==> src/rtl/cnn_stream_pkg.sv <==
// Shared types and geometry helpers for the 1-D CNN streaming blocks.
// WINDOW_PAD_EN selects SAME padding (zero-padded frame edges) instead of VALID windows.
package cnn_stream_pkg;

    typedef enum logic [1:0] {
        eFILL   = 2'd0,
        eSTREAM = 2'd1,
        eFLUSH  = 2'd2
    } win_state_e;

    localparam int DEF_WORD_SIZE    = 16;
    localparam int DEF_KERNEL_WIDTH = 3;
    localparam int DEF_INPUT_LENGTH = 8;

    typedef logic [DEF_KERNEL_WIDTH-1:0][DEF_WORD_SIZE-1:0] window_t;

    // Zero words placed on each side of a frame for SAME padding.
    function automatic int pad_of(input int kernel_width);
        return (kernel_width - 1) / 2;
    endfunction

    // Accepted samples needed before the first window of a frame is complete.
    function automatic int fill_n_of(input int kernel_width);
`ifdef WINDOW_PAD_EN
        return kernel_width - pad_of(kernel_width);
`else
        return kernel_width;
`endif
    endfunction

endpackage

==> src/rtl/window_shift_reg.sv <==
// Parallel-out shift register holding the sliding window; [0] is the oldest word.
module window_shift_reg #(
    parameter int WORD_SIZE    = 16,
    parameter int KERNEL_WIDTH = 3
) (
    input  logic                                   clk_i,
    input  logic                                   reset_i,
    input  logic                                   shift_en_i,
    input  logic                                   clear_i,
    input  logic [WORD_SIZE-1:0]                   din_i,
    output logic [KERNEL_WIDTH-1:0][WORD_SIZE-1:0] window_o
);

    logic [KERNEL_WIDTH-1:0][WORD_SIZE-1:0] win_q;

    // NOTE: sequential state uses non-blocking assignments so every tap sees the pre-edge value.
    always_ff @(posedge clk_i) begin
        if (reset_i || clear_i) begin
            win_q <= '0;
        end else if (shift_en_i) begin
            win_q <= {din_i, win_q[KERNEL_WIDTH-1:1]};
        end
    end

    assign window_o = win_q;

endmodule

==> src/rtl/conv1d_window_buffer.sv <==
// Sliding-window buffer between a single-entry FIFO and the conv MAC stage.
// Optional SAME padding is compiled in with the WINDOW_PAD_EN macro.
module conv1d_window_buffer
    import cnn_stream_pkg::*;
#(
    parameter int WORD_SIZE    = 16,
    parameter int KERNEL_WIDTH = 3,
    parameter int INPUT_LENGTH = 8
) (
    input  logic                                   clk_i,
    input  logic                                   reset_i,
    input  logic                                   valid_i,
    input  logic [WORD_SIZE-1:0]                   data_i,
    output logic                                   ready_o,
    output logic                                   valid_o,
    input  logic                                   ready_i,
    output logic [KERNEL_WIDTH-1:0][WORD_SIZE-1:0] window_o,
    output logic                                   last_o
);

    localparam int FILL_N = fill_n_of(KERNEL_WIDTH);
    localparam int SW     = $clog2(INPUT_LENGTH + 1);
    localparam int FW     = $clog2(KERNEL_WIDTH + 1);
    localparam logic [SW-1:0] SAMP_MAX  = SW'(INPUT_LENGTH);
    localparam logic [FW-1:0] FILL_LAST = FW'(FILL_N - 1);
`ifdef WINDOW_PAD_EN
    localparam int PAD = pad_of(KERNEL_WIDTH);
    localparam logic [FW-1:0] PAD_LAST = FW'(PAD - 1);
`endif

    win_state_e      state_q, state_d;
    logic [FW-1:0]   fill_cnt_q, fill_cnt_d;
    logic [SW-1:0]   samp_cnt_q, samp_cnt_d, samp_inc;
    logic            valid_q, valid_d;
    logic            last_q, last_d;
`ifdef WINDOW_PAD_EN
    logic [FW-1:0]   pad_cnt_q, pad_cnt_d;
    logic            slot_free;
`endif
    logic            ready, acc, oacc;
    logic            shift_en, clear_win;
    logic [WORD_SIZE-1:0] win_din;

    assign ready    = (state_q != eFLUSH) && (!valid_q || ready_i);
    assign acc      = valid_i && ready;
    assign oacc     = valid_q && ready_i;
    assign samp_inc = (samp_cnt_q == SAMP_MAX) ? samp_cnt_q : samp_cnt_q + 1'b1;
`ifdef WINDOW_PAD_EN
    assign slot_free = !valid_q || ready_i;
`endif

    // NOTE: a synchronous reset lives inside the clocked block and is just the highest-priority branch.
    always_ff @(posedge clk_i) begin
        if (reset_i) begin
            state_q    <= eFILL;
            fill_cnt_q <= '0;
            samp_cnt_q <= '0;
            valid_q    <= 1'b0;
            last_q     <= 1'b0;
`ifdef WINDOW_PAD_EN
            pad_cnt_q  <= '0;
`endif
        end else begin
            state_q    <= state_d;
            fill_cnt_q <= fill_cnt_d;
            samp_cnt_q <= samp_cnt_d;
            valid_q    <= valid_d;
            last_q     <= last_d;
`ifdef WINDOW_PAD_EN
            pad_cnt_q  <= pad_cnt_d;
`endif
        end
    end

    // NOTE: every combinational output gets a default first so no path can infer a latch.
    always_comb begin : next_state
        state_d    = state_q;
        fill_cnt_d = fill_cnt_q;
        samp_cnt_d = samp_cnt_q;
        valid_d    = valid_q;
        last_d     = last_q;
`ifdef WINDOW_PAD_EN
        pad_cnt_d  = pad_cnt_q;
`endif
        case (state_q)
            eFILL: begin
                if (acc) begin
                    fill_cnt_d = fill_cnt_q + 1'b1;
                    samp_cnt_d = samp_inc;
                    if (fill_cnt_q == FILL_LAST) begin
                        state_d = eSTREAM;
                        valid_d = 1'b1;
                        last_d  = (samp_inc == SAMP_MAX);
                    end
                end
            end
            eSTREAM: begin
                if (last_q && oacc) begin
                    // Frame done; a sample popped this same cycle opens the next frame.
                    state_d    = eFILL;
                    valid_d    = 1'b0;
                    last_d     = 1'b0;
                    fill_cnt_d = acc ? FW'(1) : '0;
                    samp_cnt_d = acc ? SW'(1) : '0;
                end else if (acc) begin
                    valid_d    = 1'b1;
                    samp_cnt_d = samp_inc;
                    if (samp_inc == SAMP_MAX) begin
`ifdef WINDOW_PAD_EN
                        state_d = eFLUSH;
`else
                        last_d  = 1'b1;
`endif
                    end
                end else if (oacc) begin
                    valid_d = 1'b0;
                end
            end
`ifdef WINDOW_PAD_EN
            eFLUSH: begin
                if (last_q && oacc) begin
                    state_d    = eFILL;
                    valid_d    = 1'b0;
                    last_d     = 1'b0;
                    fill_cnt_d = '0;
                    samp_cnt_d = '0;
                    pad_cnt_d  = '0;
                end else if (slot_free) begin
                    valid_d   = 1'b1;
                    pad_cnt_d = pad_cnt_q + 1'b1;
                    last_d    = (pad_cnt_q == PAD_LAST);
                end
            end
`endif
            default: state_d = eFILL;
        endcase
    end

    always_comb begin : outputs
        shift_en  = acc;
        win_din   = data_i;
        clear_win = 1'b0;
`ifdef WINDOW_PAD_EN
        if (state_q == eFLUSH) begin
            if (last_q && oacc) begin
                clear_win = 1'b1;
            end else if (slot_free) begin
                shift_en = 1'b1;
                win_din  = '0;
            end
        end
`endif
    end

    window_shift_reg #(
        .WORD_SIZE   (WORD_SIZE),
        .KERNEL_WIDTH(KERNEL_WIDTH)
    ) u_shift (
        .clk_i     (clk_i),
        .reset_i   (reset_i),
        .shift_en_i(shift_en),
        .clear_i   (clear_win),
        .din_i     (win_din),
        .window_o  (window_o)
    );

    assign ready_o = ready;
    assign valid_o = valid_q;
    assign last_o  = last_q;

endmodule

==> config.mk <==
export PLATFORM = sky130hd
export DESIGN_NAME = conv1d_window_buffer
export DESIGN_NICKNAME = d
export VERILOG_FILES = /design/src/rtl/cnn_stream_pkg.sv /design/src/rtl/window_shift_reg.sv /design/src/rtl/conv1d_window_buffer.sv
export SDC_FILE = /design/constraint.sdc
export NUM_CORES = 1
export LEC_CHECK = 0
export CAP_MARGIN = 0
export CORE_MARGIN = 5
export CORE_UTILIZATION = 48
export CTS_BUF_LIST = sky130_fd_sc_hd__clkbuf_2
export DETAILED_ROUTE_END_ITERATION = 16
export PLACE_DENSITY = 0.79
export SETUP_SLACK_MARGIN = 0.15
export SLEW_MARGIN = 20
export SYNTH_ARGS = -nofsm -noshare
export SYNTH_HDL_FRONTEND = slang
export SYNTH_SLANG_ARGS = --single-unit
==> constraint.sdc <==
create_clock -name clk_i -period 1.7 [get_ports clk_i]
set_clock_uncertainty 0.2 [all_clocks]
set_input_delay 0.17 -clock clk_i [delete_from_list [all_inputs] [get_ports clk_i]]
set_output_delay 0.17 -clock clk_i [all_outputs]
set_load 0.02 [all_outputs]
==> results of run 1 <==
==> cells in the final DEF, fill, tap and decap left out, types with 2 or more instances in the layout <==
| cell type | count |
|---|---|
| a21oi_1 | 31 |
| a21oi_2 | 23 |
| buf_12 | 4 |
| buf_2 | 6 |
| buf_4 | 5 |
| buf_6 | 5 |
| clkbuf_16 | 4 |
| clkbuf_2 | 24 |
| clkdlybuf4s15_2 | 31 |
| clkdlybuf4s50_1 | 18 |
| clkinv_2 | 4 |
| dfxtp_1 | 23 |
| dfxtp_2 | 33 |
| dlygate4sd3_1 | 3 |
| ha_2 | 2 |
| inv_1 | 3 |
| nand2_1 | 100 |
| nand2_2 | 4 |
| nand2_4 | 2 |
| nand3_1 | 3 |
| nor2_1 | 7 |
| o211ai_1 | 2 |
| o21ai_0 | 3 |
| xor2_1 | 2 |
==> final cells by class <==
| class | instances | area [µm²] |
|---|---|---|
| Fill cell | 375 | 1290 |
| Clock buffer | 10 | 50.0 |
| Sequential cell | 57 | 1190 |
| Tap cell | 54 | 67.6 |
| Inverter | 4 | 15.0 |
| Clock inverter | 6 | 58.8 |
| Timing Repair Buffer | 90 | 933 |
| Multi-Input combinational cell | 197 | 1090 |
==> sequential cells by signal, summed over array words and instances (netlist names) <==
name,flops
last_o,1
fill_cnt_q,2
u_shift.window_o,48
state_q,1
samp_cnt_q,4
valid_o,1
==> cells by family (layout without fill, tap and decap cells) <==
logic type / count (synthesis) / after routing / synth area share [%]
AND/OR/NAND/NOR: 126 / 127 / 22.5
AO/OA/AOI/OAI: 64 / 64 / 17.5
flip-flops: 57 / 57 / 49.6
buffers and inverters: 23 / 110 / 7.55
adder cells (fa/ha/maj): 3 / 3 / 1.63
XOR/XNOR: 2 / 2 / 0.761
multiplexers: 1 / 1 / 0.489
==> power by group through the flow <==
stage / Sequential [mW] / Combinational (mW) / Clock (mW)
5_1_grt: 1.45 / 0.515 / 0.936
6_report: 1.44 / 0.477 / 0.859
3_3_place_gp: 1.46 / 0.408 / 0
2_1_floorplan: 1.51 / 0.196 / 0
4_1_cts: 1.43 / 0.405 / 0.866
3_5_place_dp: 1.46 / 0.415 / 0
==> through the flow <==
stage	worst slack [ns]	utilization (%)	TNS, ns
2_1_floorplan	0.186	-	0
3_3_place_gp	-0.112	64.6	-4.62
3_5_place_dp	-0.132	64.6	-5.18
4_1_cts	0.131	68.2	0
5_1_grt	0.0868	72.6	0
6_report	0.165	72.6	0
==> per-layer routing <==
metal | GRT usage [%] | vias up
met5 | 0 | -
met4 | 6.01 | 0
met3 | 5.33 | 15
met2 | 26.3 | 68
met1 | 23.1 | 990
li1 | - | 1075
==> critical path: stages, from the launching register on <==
cell	delay [ns]
dfxtp_4	0.40
nand2b_4	0.09
buf_6	0.13
and2_4	0.27
clkbuf_16	0.19
nand2_1	0.07
a21oi_1	0.14
==> final timing paths <==
kind / startpoint / endpoint / slack (ns) / cells after the start
hold reg to reg: u_shift.window_o[10] / u_shift.window_o[10] / 0.27 / 2
setup reg to reg: valid_o / u_shift.window_o[8] / 0.17 / 6
hold / removal: data_i[14] / u_shift.window_o[46] / 0.02 / 3
setup / recovery: valid_o / u_shift.window_o[8] / 0.17 / 6
==> what timing repair did <==
item                                   CTS  global route
gates cloned                             0             7
pin swaps                                0             6
hold buffers                             1             2
endpoints found under the hold margin   12             2
setup buffers                            0             1
gates resized for setup                142            79
setup endpoints to repair               52           101
==> impl_metrics.toml, run 1 <==
[die]
die_area_um2 = 6280
fp-row-count = 25
coreArea_um2 = 4690
fp.dieH_um = 79.3
die_x_um = 79.3
ios = 71
start_util_pct = 49.1

[sta]
hold_violations = 0
min_period_over_period_pct = 90.3
rsz0062_at_grt = "yes"
holdWs_ns = 0.0230
relSlewSlack_pct = 76.9
min_period_ns = 1.53
setup_viol = 0
max_freq_ghz = 0.652
tightest_slew_ns = 0.346
slew_violations = 0

[power_and_ir_drop]
p_seq_share_pct = 51.9
ir_drop_mv = 0.438
p_int_mw = 1.96
total_power_mw = 2.78
power_frac_comb_pct = 17.2
p_leak_nw = 1.29
switchingPower_mw = 0.814
clock_power_share_pct = 31.0
switching_share_pct = 29.3
power_per_cell_area_nw_per_um2 = 815

[logic_synthesis]
syn-cell-area_um2 = 2300
synth_cell_type_count = 33
yosysTopAreaCell = "dfxtp_1"
ys_top_cells_by_count = "nand2_1, dfxtp_1, a21oi_1"
synth_edf_count = 0
syn-num-nets = 299
synth_area_leaders = "dfxtp_1, nand2_1, a21oi_1, a21oi_2, buf_8"
syn_avg_cell_area_um2 = 8.34
ys_ff_latch = 57
synth_seq_area_share_pct = 49.6
yosysWarningCount = 0
synth_most_common_cell = "nand2_1"
syn_inst = 276
synth.top_cell.area_share_pct = 49.6
synth-async-reset-ratio_pct = 0
ys.flop_type = "dfxtp_1"

[clock_network]
cts_max_level = 3
clock_latency_ns = 0.46
cts_buffer_depth = 2
cts_root_buf = "clkbuf_2"
cts_tree = "yes"
cts.sinks = 57
clk_pin_slew_ns = 0.18
cts_made_buffers = 9

[finish]
final_area_um2 = 3410
drive_above_1_share_pct = 44.0
diodes = 0
syn_to_final_growth_pct = 47.9
fin_nets = 382
final_cells = 418

[routing]
dr_total_vias = 2148
routed-wl-met2_mm = 3.00
wl_met3_um = 421
wl_met1_mm = 2.71
dr.pass1.iters = 4
post_drt_wl_per_cell_um = 15.0
viasPerCell = 5.14
drt_iter0_markers = 112
drt-total-wl_mm = 6.27
drc = 0
ant_nets = 0
top_layer = "met4"

[worst_setup_path]
path_class = "flop to flop"
cp.required_ns = 1.90
end_kind = "flop"
cp_data_arrival_time_ns = 1.73
critPathMaxFanout = 7
start_kind = "flop"

[grt]
grt_pass1_vias = 1879
grt_pass1_wl_mm = 8.67
overflow = 0
grt_max_degree = 41
track_usage_pct = 17.3
antenna_found_initial = 0

[placement]
dp.cells = 391
placed_area_um2 = 3030
place_congestion = 0.819
io_buffers = 70
place_hpwl_mm = 3.61

[run]
max_cap_violations = 0

[worst_hold_path]
hold_class = "primary input to flop"

[run_status]
status = "finished, final reports clean"
Power figures use the tool's default switching activity.
==> run 2, diff against run 1 <==
Settings changed: CORE_UTILIZATION 48 to 30, PLACE_DENSITY 0.79 to 0.52, SETUP_SLACK_MARGIN 0.15 to default.
==> impl_metrics.toml, run 2 (same netlist as run 1, synthesis figures left out) <==
[routing]
drc = 0
post_drt_wl_per_cell_um = 12.3
dr_total_vias = 2130
viasPerCell = 4.49
drt-total-wl_mm = 5.81
ant_nets = 0
dr.pass1.iters = 4
drt_iter0_markers = 63

[placement]
io_buffers = 70
place_hpwl_mm = 3.95
placed_area_um2 = 3130
post-place-ws_ns = -0.197
place_congestion = 0.781

[sta]
setup_ws_ns = 0.0892
max_freq_ghz = 0.621
setup_viol = 0
hold_violations = 0
tightest_slew_ns = 0.333
min_period_over_period_pct = 94.8
slew_violations = 0
rsz0062_at_grt = "no"
fin_tns_setup_ns = 0
min_period_ns = 1.61
holdWs_ns = 0.108
relSlewSlack_pct = 77.8

[clock_network]
cts_tree = "yes"
cts_root_buf = "clkbuf_2"
postCtsSetupBuffers = 0
cts_buffer_depth = 2
cts_max_level = 3
clock_latency_ns = 0.49
cts.sinks = 57
clk_pin_slew_ns = 0.17
cts_made_buffers = 9

[finish]
syn_to_final_growth_pct = 46.6
final_area_um2 = 3380
diodes = 0
final_common_cell = "nand2_1"
final_cell_mix = "nand2_1, dfxtp_1, dlygate4sd2_1"
postLayoutCoreUtil_pct = 44.4
fin_nets = 390
fillers = 803
largest_reg_flops = 48
drive_above_1_share_pct = 15.1
ff_latch_area_um2 = 1140
multi_input_area_um2 = 1000

[grt]
antenna_found_initial = 0
overflow = 0
grt_max_degree = 41
grt_pass1_vias = 1967
track_usage_pct = 12.6
grt_pass1_wl_mm = 9.74

[worst_setup_path]
start_kind = "flop"
end_kind = "output port"
crit_family = "flip-flops"
crit_slowest_cell = "dfxtp_1"
cp_data_arrival_time_ns = 1.24
path_class = "flop to output port"
cp_slowest_stage_delay_ns = 0.40
cp_cell_sequence = "dlygate4sd2_1"
path_buf_inv = 1
cp.required_ns = 1.33
critPathMaxFanout = 3

[die]
fp-row-count = 32
coreArea_um2 = 7610
die_x_um = 97.6
start_util_pct = 30.3
die_area_um2 = 9530
fp.dieH_um = 97.6
ios = 71

[run_status]
status = "finished, final reports clean"

[worst_hold_path]
hold_class = "primary input to flop"

[power_and_ir_drop]
p_leak_nw = 1.41
power_per_cell_area_nw_per_um2 = 853
ir_drop_mv = 0.393

[run]
max_cap_violations = 0
## run 2: layout make-up
type                    count  area share [%]
multi-input cells         196            29.6
flip-flops and latches     57            33.8
inverters                   4           0.445
well taps                 102            3.78
clock buffers               9            1.33
repair buffers             99            28.2
clock inverters             7            2.78
## run 2: worst paths after layout
check,startpoint,to,slack [ns],depth (start not counted)
setup / recovery,u_shift.window_o[34],window_o[34],0.09,1
hold / removal,data_i[0],u_shift.window_o[32],0.11,3
setup reg to reg,samp_cnt_q[0],last_o,0.15,7
hold reg to reg,u_shift.window_o[33],u_shift.window_o[17],0.26,2
## run 2: power by group
| part | leakage [nW] | switching [mW] | internal (mW) |
|---|---|---|---|
| sequential | 0.464 | 0.0386 | 1.39 |
| clock | 0.0783 | 0.538 | 0.486 |
| combinational | 0.866 | 0.228 | 0.200 |
| total | 1.41 | 0.805 | 2.08 |
## run 2: worst register-to-register path, delay by kind of cell (launching register included)
family / cells / cell delay [ns]
AO/OA/AOI/OAI: 3 / 0.46
buffers and inverters: 2 / 0.25
adder cells (fa/ha/maj): 1 / 0.16
AND/OR/NAND/NOR: 1 / 0.09
flip-flops: 1 / 0.34
## run 2: repair_timing
action | CTS | global route
pin swaps | 0 | 1
hold buffers | 16 | 0
setup endpoints to repair | 51 | 13
gates cloned | 0 | 0
resized for setup | 54 | 15
hold endpoints to repair | 21 | 0
## run 2: metrics by stage
stage	std cells	total power [mW]
after floorplan	276	1.70
after global placement	442	1.89
final	474	2.88
after detailed placement	442	1.89
after CTS	474	2.94
after global routing	474	3.04
## run 2: routing by layer
layer  wire [µm]  GRT usage, %  vias to the layer above
li1            -             -                     1089
met1        2830          16.5                      987
met2        2570          18.8                       47
met5           0             0                        -
met4          78          4.79                        0
met3         326          4.88                        7
==> run 3, diff against run 2 <==
Settings changed: CAP_MARGIN 0 to 10.
==> results of run 3 <==
Final layout, timing and power as in run 2 (identical DEF).
